File: config.mk
export PLATFORM = sky130hd
export DESIGN_NAME = word_deserializer_flat
export DESIGN_NICKNAME = d
export VERILOG_FILES = /design/src/rtl/word_deserializer_if.sv /design/src/rtl/word_deserializer.sv /design/src/flat_wrapper.sv
export SDC_FILE = /design/constraint.sdc
export NUM_CORES = 1
export LEC_CHECK = 0
export CORE_MARGIN = 8
export CORE_UTILIZATION = 44
export DETAILED_ROUTE_END_ITERATION = 8
export PLACE_DENSITY = 0.69
export SYNTH_ARGS = -nofsm -noshare
export SYNTH_HDL_FRONTEND = slang
export SYNTH_SLANG_ARGS = --single-unit
File: constraint.sdc
create_clock -name CLK -period 4.4 [get_ports CLK]
set_input_delay 0.66 -clock CLK [delete_from_list [all_inputs] [get_ports CLK]]
set_output_delay 0.66 -clock CLK [all_outputs]
set_load 0.005 [all_outputs]
File: src/rtl/word_deserializer_if.sv
// word_deserializer_if: handshake/bus bundle for word_deserializer.
//   slave  modport : the deserializer (consumes IN_*, drives frame side)
//   master modport : the upstream/downstream environment
// Signals:
//   IN_WORD/IN_VALID/IN_READY  serial word stream in, valid/ready
//   ABORT                      drop the partially collected frame
//   WORD_0..WORD_3             parallel frame out, WORD_0 arrived first
//   OUT_VALID/OUT_READY        frame handshake
//   COUNT                      words held in the collection buffer
//   CHECK                      wrapped sum of the frame (WORD_DESER_CHECK_EN only)
interface word_deserializer_if #(
  parameter int WIDTH = 25
);
  logic [WIDTH-1:0] IN_WORD;
  logic             IN_VALID;
  logic             IN_READY;
  logic             ABORT;
  logic [WIDTH-1:0] WORD_0;
  logic [WIDTH-1:0] WORD_1;
  logic [WIDTH-1:0] WORD_2;
  logic [WIDTH-1:0] WORD_3;
  logic             OUT_VALID;
  logic             OUT_READY;
  logic [1:0]       COUNT;
`ifdef WORD_DESER_CHECK_EN
  logic [WIDTH-1:0] CHECK;
`endif

  modport slave (
    input  IN_WORD, IN_VALID, ABORT, OUT_READY,
    output IN_READY, WORD_0, WORD_1, WORD_2, WORD_3, OUT_VALID, COUNT
`ifdef WORD_DESER_CHECK_EN
    , output CHECK
`endif
  );

  modport master (
    output IN_WORD, IN_VALID, ABORT, OUT_READY,
    input  IN_READY, WORD_0, WORD_1, WORD_2, WORD_3, OUT_VALID, COUNT
`ifdef WORD_DESER_CHECK_EN
    , input CHECK
`endif
  );
endinterface

File: src/rtl/word_deserializer.sv
// word_deserializer: gathers four serial signed words into one parallel frame
// for the four-operand adder. Three collection slots plus a registered output
// frame give one frame of overlap: the next frame is collected while the
// current one waits to be consumed.
// Ports:
//   CLK  rising-edge clock
//   RST  synchronous active-high reset, highest priority
//   bus  word_deserializer_if.slave (see interface header for signals)
// Optional feature: define WORD_DESER_CHECK_EN to add the registered CHECK
// output (WIDTH-bit wrapped sum of the frame, loaded with WORD_*).
module word_deserializer #(
  parameter int WIDTH = 25
) (
  input logic               CLK,
  input logic               RST,
  word_deserializer_if.slave bus
);

  logic [1:0]            count_q, count_d;
  logic [2:0][WIDTH-1:0] slot_q, slot_d;
  logic [3:0][WIDTH-1:0] word_q, word_d;
  logic                  out_valid_q, out_valid_d;
`ifdef WORD_DESER_CHECK_EN
  logic [WIDTH-1:0]      check_q, check_d;
`endif

  logic in_ready;
  logic accept;
  logic complete;

  // Only the fourth word can stall, and only while the held frame is not
  // being taken this cycle. No dependence on IN_VALID or ABORT.
  assign in_ready = !(count_q == 2'd3 && out_valid_q && !bus.OUT_READY);
  assign accept   = bus.IN_VALID && in_ready;
  // ABORT wins over an accept on the same edge, so the word never completes.
  assign complete = accept && !bus.ABORT && count_q == 2'd3;

  // State register
  always_ff @(posedge CLK) begin
    if (RST) begin
      count_q     <= '0;
      slot_q      <= '0;
      word_q      <= '0;
      out_valid_q <= 1'b0;
`ifdef WORD_DESER_CHECK_EN
      check_q     <= '0;
`endif
    end else begin
      count_q     <= count_d;
      slot_q      <= slot_d;
      word_q      <= word_d;
      out_valid_q <= out_valid_d;
`ifdef WORD_DESER_CHECK_EN
      check_q     <= check_d;
`endif
    end
  end

  // Next-state logic
  always_comb begin
    count_d     = count_q;
    slot_d      = slot_q;
    word_d      = word_q;
    out_valid_d = out_valid_q;
`ifdef WORD_DESER_CHECK_EN
    check_d     = check_q;
`endif

    if (bus.ABORT) begin
      count_d = '0;
    end else if (accept) begin
      if (count_q == 2'd3) begin
        word_d  = {bus.IN_WORD, slot_q[2], slot_q[1], slot_q[0]};
        count_d = '0;
`ifdef WORD_DESER_CHECK_EN
        check_d = slot_q[0] + slot_q[1] + slot_q[2] + bus.IN_WORD;
`endif
      end else begin
        case (count_q)
          2'd0:    slot_d[0] = bus.IN_WORD;
          2'd1:    slot_d[1] = bus.IN_WORD;
          default: slot_d[2] = bus.IN_WORD;
        endcase
        count_d = count_q + 2'd1;
      end
    end

    // A completing accept refills the output even if the old frame is taken
    // on the same edge, so a consume only clears valid when nothing new lands.
    if (complete)
      out_valid_d = 1'b1;
    else if (out_valid_q && bus.OUT_READY)
      out_valid_d = 1'b0;
  end

  // Outputs
  assign bus.IN_READY  = in_ready;
  assign bus.WORD_0    = word_q[0];
  assign bus.WORD_1    = word_q[1];
  assign bus.WORD_2    = word_q[2];
  assign bus.WORD_3    = word_q[3];
  assign bus.OUT_VALID = out_valid_q;
  assign bus.COUNT     = count_q;
`ifdef WORD_DESER_CHECK_EN
  assign bus.CHECK     = check_q;
`endif

endmodule

File: src/flat_wrapper.sv
// flat-port wrapper written by rule: the top's interface ports become plain ports
module word_deserializer_flat 
#(
  parameter int WIDTH = 25
)
  (CLK, RST, bus_IN_WORD, bus_IN_VALID, bus_ABORT, bus_OUT_READY, bus_IN_READY, bus_WORD_0, bus_WORD_1, bus_WORD_2, bus_WORD_3, bus_OUT_VALID, bus_COUNT);
  word_deserializer_if #(.WIDTH(WIDTH)) bus_i ();
  input logic CLK;
  input logic RST;
  input wire logic [$bits(bus_i.IN_WORD)-1:0] bus_IN_WORD;
  input wire logic [$bits(bus_i.IN_VALID)-1:0] bus_IN_VALID;
  input wire logic [$bits(bus_i.ABORT)-1:0] bus_ABORT;
  input wire logic [$bits(bus_i.OUT_READY)-1:0] bus_OUT_READY;
  output wire logic [$bits(bus_i.IN_READY)-1:0] bus_IN_READY;
  output wire logic [$bits(bus_i.WORD_0)-1:0] bus_WORD_0;
  output wire logic [$bits(bus_i.WORD_1)-1:0] bus_WORD_1;
  output wire logic [$bits(bus_i.WORD_2)-1:0] bus_WORD_2;
  output wire logic [$bits(bus_i.WORD_3)-1:0] bus_WORD_3;
  output wire logic [$bits(bus_i.OUT_VALID)-1:0] bus_OUT_VALID;
  output wire logic [$bits(bus_i.COUNT)-1:0] bus_COUNT;
  assign bus_i.IN_WORD = bus_IN_WORD;
  assign bus_i.IN_VALID = bus_IN_VALID;
  assign bus_i.ABORT = bus_ABORT;
  assign bus_i.OUT_READY = bus_OUT_READY;
  assign bus_IN_READY = bus_i.IN_READY;
  assign bus_WORD_0 = bus_i.WORD_0;
  assign bus_WORD_1 = bus_i.WORD_1;
  assign bus_WORD_2 = bus_i.WORD_2;
  assign bus_WORD_3 = bus_i.WORD_3;
  assign bus_OUT_VALID = bus_i.OUT_VALID;
  assign bus_COUNT = bus_i.COUNT;
  word_deserializer #(.WIDTH(WIDTH)) u_core (.CLK(CLK), .RST(RST), .bus(bus_i));
endmodule
# Word level (Yosys, flattened, before mapping)
# Cells that the tools add are included.
# op_classes
bitwise	3
n_mux	3
n_addsub	1
n_reduce_logical	17
n_shift	0
order_cmp	0
div_mod_pow	0
n_eq_ne	2
n_mul	0
# op_table
cell	n
4-bit AND reduction	3
1-bit logical AND	6
2-bit OR reduction	2
1-bit logical NOT	3
1-bit NOT	3
3-bit AND reduction	1
2-bit by 1-bit adder with 2-bit output, second input constant	1
2-bit by 1-bit == test with 1-bit output, second input constant	1
2-bit == test, second input constant	1
2-bit logical NOT	1
1-bit 2-to-1 mux	2
2-bit 2-to-1 mux	1
2-bit nonzero test	1
# word_totals
mem_bits_rw	0
rom_bits	0
n_memories	0
latch_bits	0
output_inout_bits	104
inputBits	30
reg_bits	178

# Longest topological paths before layout
# Gate-level depths: netlist of the first run.
# logic_depth
word_depth	8
mapped_depth	6
depth_no_buf	4

# Worst setup path after synthesis of the first run
# OpenSTA, ideal clock, no wires.
# synth_timing
path_kind	input -> register
from	in bus_ABORT
to	reg u_core.word_q, in the netlist u_core.bus.WORD_3[19]
required_ns	4.328
setup_time_ns	0.072
arrival_time_ns	1.570
slack_ns	2.758
cell_stages	5
cell_sequence	and2b_4 > and3_1 > buf_6 > buf_8 > mux2i_1
# synth_between
elab_chain_len	2
# synth_rtl
item	line_no	rtl
start: declaration	flat_wrapper.sv:12	input wire logic [$bits(bus_i.ABORT)-1:0] bus_ABORT;
1-bit NOT (no line)	--	
3-bit AND reduction (no line)	--	
end signal: assignment	word_deserializer.sv:51	word_q <= word_d;
end: declaration	word_deserializer.sv:21	logic [3:0][WIDTH-1:0] word_q, word_d;
# No other way between the ends.
# A chain may end at the register's enable or synchronous reset.

# Worst setup path in the final report of the first run
# layout_timing
from	in bus_IN_VALID
to	reg u_core.word_q, in the netlist u_core.bus.WORD_3[16]
# layout_between
elab_chain_len	2
# layout_rtl
item	line_no	rtl
start: declaration	flat_wrapper.sv:11	input wire logic [$bits(bus_i.IN_VALID)-1:0] bus_IN_VALID;
1-bit logical AND	word_deserializer.sv:34	assign accept = bus.IN_VALID && in_ready;
3-bit AND reduction (no line)	--	
# No other way between the ends.

==> results of run 1 <==
[routing by layer]
layer | track usage | share of wire
met1 | 0.196 | 0.47
met4 | 0.0509 | 0.010
met2 | 0.255 | 0.46
met5 | 0 | 0
met3 | 0.0554 | 0.059
[logic make-up after synthesis]
kind of cell / synth area share
buffers and inverters: 0.0463
flip-flops: 0.503
multiplexers: 0.247
AND/OR/NAND/NOR: 0.191
adder cells (fa/ha/maj): 0.00707
AO/OA/AOI/OAI: 0.00513
[metrics by stage]
step,setup slack (ns),instance area [µm²]
6_report,1.88,8970
5_1_grt,1.81,8970
4_1_cts,1.87,8970
3_5_place_dp,1.44,8390
3_3_place_gp,1.48,8390
2_1_floorplan,2.76,7080
[report_power, final]
part / switching [mW] / total [mW] / internal (mW)
registers: 0.00491 / 1.63 / 1.63
clock network: 0.648 / 1.47 / 0.819
logic: 0.0641 / 0.137 / 0.0734
total: 0.717 / 3.24 / 2.52
[path summary, 6_finish.rpt]
kind | cells after the start | end | slack [ns]
worst max-delay path | 5 | u_core.bus.WORD_3[16] | 1.88
worst min-delay path | 2 | u_core.bus.WORD_1[10] | 0.47
worst min register to register | 2 | u_core.bus.WORD_1[10] | 0.47
worst max register to register | 4 | u_core.bus.WORD_3[16] | 2.09
[flip-flops by register name (all words and copies together), names as in the netlist]
name,flops
u_core.bus.COUNT,2
u_core.bus.OUT_VALID,1
u_core.bus.WORD_0,25
u_core.bus.WORD_1,25
u_core.bus.WORD_2,25
u_core.bus.WORD_3,25
u_core.slot_q,75
[Yosys cell counts, drive strengths merged, types with 2 or more instances]
library cell  number
nand3b             2
dfxtp            178
nand3              2
buf               21
and3b              2
a21oi              2
clkbuf            21
nand2b           201
mux2i            175
and3               2
inv                2
ha                 4
[layout make-up]
cell class                 count  share of cell area
inverter                       2            0.000837
timing repair buffer         136               0.151
clock inverter                12              0.0135
tap                          216              0.0301
clock buffer                  20              0.0509
multi-input combinational    396               0.357
sequential                   178               0.397
[critical path, cell delays in order]
cell,delay [ns]
clkdlybuf4s50_1,0.54
and2b_4,0.22
nand3_2,0.72
buf_4,0.53
mux2i_1,0.15
==> impl_metrics.py, run 1 <==
metrics = {
    "status": {
        "status": "finished clean",
    },
    "logic_synthesis": {
        "ys_warn_count": 0,
        "ys_ff_latch": 178,
        "ys_top_cells_by_area": "dfxtp_1 50%, mux2i_1 25%, nand2b_1 18%",
        "yosysSeqAreaShare": 0.503,
        "syn-cell-area_mm2": 0.00708,
        "async_reset_ff_frac": 0,
        "syn_nets": 652,
        "syn_avg_cell_area_um2": 11.5,
        "synth_edf_count": 0,
        "ys.flop_type": "dfxtp_1",
        "yosysTopAreaCellShare": 0.503,
        "syn-instance-count": 618,
        "ys_types": 23,
        "yosysTopAreaCell": "dfxtp_1",
    },
    "sta": {
        "fin_crit_sh": 0.573,
        "hold_violations": 0,
        "finalClockSkew_ns": 0.00787,
        "hold_ws_ns": 0.472,
        "finalSetupViolCount": 0,
        "final_max_slew_viol_count": 0,
        "slew_headroom": 0.209,
        "layout_min_cycle_time_ns": 2.52,
        "grt_setup_unrepaired": "false",
        "fin_setup_tns_ns": 0,
        "fmax_mhz": 397,
        "worstMarginPinSlew_ns": 1.19,
    },
    "floorplanning": {
        "initial_core_util": 0.447,
        "pin_count": 134,
        "rows": 46,
        "coreArea_mm2": 0.0158,
        "die_area_mm2": 0.0204,
        "dieWidth_um": 143,
        "die_y_um": 143,
    },
    "worst_setup_path": {
        "start_kind": "input port",
        "critPathCaptureType": "flip-flop",
        "worst-path-max-fanout": 24,
        "timing.rr.start": "u_core.bus.COUNT[0]",
        "worst_ep_required_time_ns": 4.71,
        "critical_path_class": "in -> reg",
        "startpoint": "bus_IN_VALID",
        "cp.arrival_ns": 2.83,
    },
    "clock_network": {
        "cts_resized": 0,
        "cts.sinks": 178,
        "numCtsBuffers": 17,
        "htreeDepth": 4,
        "post_cts_buffers": 0,
        "cts_tree": "yes",
        "postCtsHoldBufs": 0,
        "root_buffer": "clkbuf_16",
        "clk_pin_slew_worst_paths_ns": 0.07,
        "max-clock-path-buffers": 2,
        "clk_latency_ns": 0.42,
    },
    "detailed_routing": {
        "antenna_left": 0,
        "wl_per_cell_um": 16.6,
        "drtPass1Iterations": 4,
        "drc": 0,
        "totalWireLength_um": 15900,
        "first_iter_violations": 195,
        "vias": 4536,
        "routed_via_density": 4.73,
    },
    "final_layout": {
        "drive_above_1_share": 0.0565,
        "mostFrequentLayoutCells": "201 x nand2b_1, 178 x dfxtp_1, 175 x mux2i_1",
        "synthToLayoutAreaGrowth_pct": 26.7,
        "fin_nets": 765,
        "final_core_utilization": 0.567,
        "fillCellCount": 1368,
        "multiInputGateArea_mm2": 0.00320,
        "n_antenna_cell": 0,
        "regArea_mm2": 0.00356,
        "final_cell_count_no_fill": 960,
        "final_common_cell": "nand2b_1",
    },
    "flow_run": {
        "max_cap_viol_count": 0,
    },
    "power": {
        "p_total_mw": 3.24,
        "p_leak_nw": 3.29,
        "vdd_ir_drop_max_mv": 0.265,
        "power.density_mw_per_mm2": 361,
    },
    "hold_path": {
        "hp-start": "u_core.slot_q[35]",
        "hold_path.class": "reg -> reg",
    },
    "place": {
        "io_buffer_count": 133,
        "gp_congestion": 0.715,
        "placed_cells": 928,
        "dp_hpwl_um": 10400,
    },
    "global_routing": {
        "grt_util_all_layers": 0.159,
        "grt_pass1_wl_um": 25500,
        "grt_overflow": 0,
        "grt_pass1_vias": 4773,
        "antenna_found_initial": 0,
        "grt_max_degree": 133,
    },
}
No activity file was read; power rests on OpenSTA's default activity.
==> inputs of run 2 (changes only) <==
PLACE_DENSITY = 0.72   (was 0.69)
clock period = 2.05 ns   (was 4.4 ns; I/O delays follow)
==> run 2 against run 1 <==
Compared with the run above:
- sequential cell count unchanged
- global-route usage increased by 0.36 points
- critical path depth decreased by 2
- die area unchanged
- sequential share of layout area decreased by 1.3 points
- clock skew decreased by 0.0029 ns
- power increased by 130%
- largest cell class unchanged
==> impl_metrics.py, run 2 (synthesized netlist as in run 1, its figures left out) <==
metrics = {
    "status": {
        "status": "finished clean",
    },
    "worst_setup_path": {
        "cp_cell_sequence": "ha_4 > nand3b_4 > clkdlybuf4s50_1",
        "start_kind": "flip-flop",
        "worst-path-max-fanout": 7,
        "critPathCaptureType": "primary output",
        "slowest_delay_ns": 0.47,
        "regToRegSetupSlack_ns": 0.59,
        "path_delay_family": "buffers and inverters",
        "critical_path.slowest_cell": "clkdlybuf4s50_1",
        "critPathBufInv": 1,
        "critical_path_class": "reg -> out",
        "cp.arrival_ns": 1.60,
        "worst_ep_required_time_ns": 1.74,
    },
    "final_layout": {
        "regMostFlops": "u_core.slot_q",
        "final_common_cell": "nand2b_1",
        "mostFrequentLayoutCells": "201 x nand2b_1, 176 x dfxtp_1, 175 x mux2i_1",
        "fin_area_mm2": 0.00927,
        "largest_reg_flops": 75,
        "fillCellCount": 1304,
        "drive_above_1_share": 0.0717,
        "n_antenna_cell": 0,
        "synthToLayoutAreaGrowth_pct": 30.9,
        "fin_nets": 774,
    },
    "sta": {
        "worstMarginPinSlew_ns": 0.499,
        "finalClockSkew_ns": 0.00495,
        "slew_headroom": 0.659,
        "fin_ws_ns": 0.143,
        "fin_crit_sh": 0.930,
        "finalSetupViolCount": 0,
        "hold_violations": 0,
        "fmax_mhz": 524,
        "final_max_slew_viol_count": 0,
        "layout_min_cycle_time_ns": 1.91,
        "grt_setup_unrepaired": "false",
        "fin_setup_tns_ns": 0,
    },
    "detailed_routing": {
        "vias": 4632,
        "wl_per_cell_um": 16.6,
        "drtPass1Iterations": 4,
        "totalWireLength_um": 16000,
        "antenna_left": 0,
        "drc": 0,
        "routed_via_density": 4.78,
        "first_iter_violations": 166,
    },
    "floorplanning": {
        "pin_count": 134,
        "coreArea_mm2": 0.0158,
        "initial_core_util": 0.447,
        "die_area_mm2": 0.0204,
        "rows": 46,
        "die_y_um": 143,
        "dieWidth_um": 143,
    },
    "place": {
        "place_ws_ns": 0.155,
        "gp_congestion": 0.743,
        "dp_hpwl_um": 11000,
        "io_buffer_count": 133,
        "post_dp_cell_area_mm2": 0.00860,
    },
    "clock_network": {
        "max-clock-path-buffers": 2,
        "cts_tree": "yes",
        "cts.sinks": 178,
        "postCtsHoldBufs": 0,
        "clk_latency_ns": 0.42,
        "root_buffer": "clkbuf_16",
        "htreeDepth": 4,
        "numCtsBuffers": 17,
        "clk_pin_slew_worst_paths_ns": 0.07,
    },
    "hold_path": {
        "hold_path.class": "in -> reg",
    },
    "power": {
        "internal_power_mw": 5.85,
        "vdd_ir_drop_max_mv": 0.560,
        "power.switching_mw": 1.55,
        "swShare": 0.210,
        "seq_power_share": 0.473,
        "p_leak_nw": 3.42,
        "power.density_mw_per_mm2": 799,
        "combPwrFrac": 0.042,
        "p_clk_frac": 0.485,
    },
    "global_routing": {
        "grt_overflow": 0,
        "grt_util_all_layers": 0.163,
        "grt_pass1_vias": 4993,
        "grt_max_degree": 68,
        "grt_pass1_wl_um": 26000,
        "antenna_found_initial": 0,
    },
    "flow_run": {
        "max_cap_viol_count": 0,
    },
}
==> run 2: cell type report <==
| cell class | count | area (µm²) | area share |
|---|---|---|---|
| clock buffer | 18 | 429 | 0.0463 |
| clock inverter | 14 | 228 | 0.0246 |
| inverter | 2 | 7.51 | 0.000810 |
| multi-input combinational | 396 | 3210 | 0.347 |
| sequential | 178 | 3570 | 0.385 |
| tap | 216 | 270 | 0.0291 |
| timing repair buffer | 145 | 1560 | 0.168 |
==> run 2: worst min-delay path: cells and delay by family <==
family        cells  cell delay (ns)
buf+inv           1             0.24
mux               1             0.05
simple gates      1             0.14
==> run 2: power by group through the flow <==
stage          logic (mW)  clock network (mW)  registers (mW)
2_1_floorplan       0.196                   0            3.58
3_3_place_gp        0.306                   0            3.58
3_5_place_dp        0.314                   0            3.58
4_1_cts             0.316                3.64            3.50
5_1_grt             0.337                3.79            3.50
6_report            0.313                3.59            3.50
==> run 2: worst paths after layout <==
kind,start,end,depth (start not counted)
worst max-delay path,u_core.bus.COUNT[0],bus_IN_READY,3
worst min register to register,u_core.bus.WORD_3[24],u_core.bus.WORD_3[24],2
worst max register to register,u_core.bus.COUNT[0],u_core.bus.COUNT[1],4
worst min-delay path,RST,u_core.bus.WORD_0[3],3
==> run 2: timing repair <==
item	in CTS	in global routing
resized for setup	2	2
setup buffers	0	0
pin swaps	0	0
setup endpoints to repair	1	1
==> run 2: through the flow <==
stage	total power [mW]	instances	utilization	hold slack, ns
final	7.41	969	0.586	0.370
after global routing	7.63	969	0.586	0.397
after CTS	7.46	969	0.586	0.369
after detailed placement	3.90	937	0.543	0.461
after global placement	3.89	937	0.543	0.461
after floorplan	3.77	618	-	0.458
==> run 2: routing by layer <==
metal | routed length (µm) | vias to the layer above | track usage | part of all wire
met3 | 984 | 11 | 0.0501 | 0.061
met5 | 0 | - | 0 | 0
met1 | 7240 | 2231 | 0.192 | 0.45
met4 | 173 | 0 | 0.0582 | 0.011
met2 | 7650 | 98 | 0.273 | 0.48
li1 | - | 2292 | - | -
==> inputs of run 3 (changes only) <==
GPL_TIMING_DRIVEN = 0   (was default)
==> run 3 against run 2 <==
Compared with the run above:
- worst hold slack worse by 0.044 ns
- utilization about the same
- register-to-register slack worse by 0.06 ns
- fmax down 2.1%
- first-iteration DRC count up 25%
- die area unchanged
- non-clock buffer count up 29
- sequential share of layout area about the same
- cell count up 3.0%
- count of clock-buffer cells in the layout up 1
- critical path type unchanged
- largest power group is now sequential cells
==> impl_metrics.py, run 3 (synthesized netlist as in run 1, its figures left out) <==
metrics = {
    "status": {
        "status": "finished clean",
    },
    "detailed_routing": {
        "vias": 4776,
        "drc": 0,
        "totalWireLength_um": 18000,
        "wl_per_cell_um": 18.0,
        "drtPass1Iterations": 4,
        "antenna_left": 0,
        "first_iter_violations": 208,
        "routed_via_density": 4.79,
    },
    "power": {
        "p_leak_nw": 3.44,
        "vdd_ir_drop_max_mv": 0.661,
        "power.density_mw_per_mm2": 760,
    },
    "worst_setup_path": {
        "worstRegToRegCells": 6,
        "timing.rr.start": "u_core.bus.COUNT[1]",
        "cp.arrival_ns": 1.64,
        "critical_path.slowest_cell": "clkdlybuf4s50_1",
        "path_delay_family": "buffers and inverters",
        "slowest_delay_ns": 0.47,
        "worst_ep_required_time_ns": 1.74,
        "cp_cell_sequence": "ha_4 > nand3b_4 > clkdlybuf4s50_1",
        "regToRegSetupSlack_ns": 0.53,
        "critPathBufInv": 1,
        "crit_cells": 3,
        "worst-path-max-fanout": 7,
        "rr_endpoint": "u_core.slot_q[14]",
        "start_kind": "flip-flop",
        "critical_path_class": "reg -> out",
        "critPathCaptureType": "primary output",
    },
    "flow_run": {
        "max_cap_viol_count": 0,
    },
    "place": {
        "dp_hpwl_um": 13100,
        "io_buffer_count": 132,
        "gp_congestion": 0.793,
        "placed_cells": 966,
    },
    "hold_path": {
        "hold_path.class": "in -> reg",
        "min_to": "u_core.bus.OUT_VALID",
        "hp-start": "RST",
        "hold_depth": 2,
    },
    "sta": {
        "final_max_slew_viol_count": 0,
        "finalSetupViolCount": 0,
        "fin_setup_tns_ns": 0,
        "fin_crit_sh": 0.950,
        "finalClockSkew_ns": 0.0122,
        "worstMarginPinSlew_ns": 0.612,
        "fmax_mhz": 514,
        "grt_setup_unrepaired": "false",
        "hold_violations": 0,
        "slew_headroom": 0.592,
        "layout_min_cycle_time_ns": 1.95,
    },
    "clock_network": {
        "clk_pin_slew_worst_paths_ns": 0.07,
        "clk_latency_ns": 0.43,
        "cts_tree": "yes",
        "cts.sinks": 178,
        "numCtsBuffers": 17,
        "max-clock-path-buffers": 2,
        "htreeDepth": 4,
        "root_buffer": "clkbuf_16",
    },
    "final_layout": {
        "drive_above_1_share": 0.0742,
        "largest_reg_flops": 75,
        "final_cell_count_no_fill": 998,
        "fillCellCount": 1298,
        "synthToLayoutAreaGrowth_pct": 31.0,
        "n_antenna_cell": 0,
        "mostFrequentLayoutCells": "201 x nand2b_1, 177 x dfxtp_1, 175 x mux2i_1",
        "regMostFlops": "u_core.slot_q",
        "fin_nets": 803,
        "final_common_cell": "nand2b_1",
    },
    "floorplanning": {
        "rows": 46,
        "dieWidth_um": 143,
        "die_area_mm2": 0.0204,
        "coreArea_mm2": 0.0158,
        "die_y_um": 143,
        "pin_count": 134,
        "initial_core_util": 0.447,
    },
    "global_routing": {
        "grt_pass1_vias": 5274,
        "grt_util_all_layers": 0.181,
        "grt_overflow": 0,
        "grt_pass1_wl_um": 28200,
        "antenna_found_initial": 0,
        "grt_max_degree": 17,
    },
}
==> run 3: cell count changes in the layout (fill, tap and decap cells not counted), sizes merged <==
cell      delta
clkbuf      +22
bufinv       -3
clkinv       +5
clkinvlp     +1
buf          +8
inv          -4
==> run 3: timing repair <==
item	4_1_cts	5_1_grt
gates resized for setup	2	1
pin swaps	0	0
hold buffers	0	0
endpoints found under the setup margin	1	1
buffers inserted	0	0
==> run 3: how the worst max path moves through the flow <==
stage | to | from
2_1_floorplan | u_core.slot_q[53] | u_core.bus.COUNT[0]
3_3_place_gp | u_core.bus.WORD_0[14] | bus_ABORT
3_5_place_dp | u_core.bus.WORD_0[18] | bus_IN_VALID
4_1_cts | bus_IN_READY | u_core.bus.COUNT[0]
5_1_grt | bus_IN_READY | u_core.bus.COUNT[1]
6_report | bus_IN_READY | u_core.bus.COUNT[1]
==> run 3: worst reg2reg max path: stages (launching register included) <==
cell and delay [ns]:
dfxtp_1 0.42, inv_1 0.11, ha_1 0.21, and3b_1 0.19, buf_4 0.17, buf_6 0.17, mux2i_1 0.13
==> run 3: final cells by class <==
class / count / area, µm² / area share
Sequential cell: 178 / 3560 / 0.384
Multi-Input combinational cell: 396 / 3200 / 0.345
Timing Repair Buffer: 132 / 1320 / 0.142
Clock buffer: 19 / 453 / 0.0488
Buffer: 42 / 320 / 0.0345
Tap cell: 216 / 270 / 0.0291
Clock inverter: 13 / 136 / 0.0147
Inverter: 2 / 7.51 / 0.000809
==> run 3: report_power, final <==
group	switching [mW]	internal, mW
registers	0.0113	3.49
logic	0.165	0.168
clock network	1.36	1.85
total	1.54	5.52
==> run 3: routing by layer <==
layer  GRT usage  wire length [µm]
met1       0.219              8300
met5           0                 0
met4      0.0582               223
met2       0.302              8430
met3      0.0524              1040
==> run 3: stage by stage <==
step	instance area, µm²	power (mW)	util	hold slack (ns)	setup slack, ns
2_1_floorplan	7080	3.77	-	0.458	0.594
3_3_place_gp	8670	3.91	0.548	0.460	0.184
3_5_place_dp	8670	3.92	0.548	0.459	0.124
4_1_cts	9270	7.09	0.586	0.328	0.0237
5_1_grt	9280	7.27	0.586	0.329	0.0280
6_report	9280	7.05	0.586	0.326	0.103
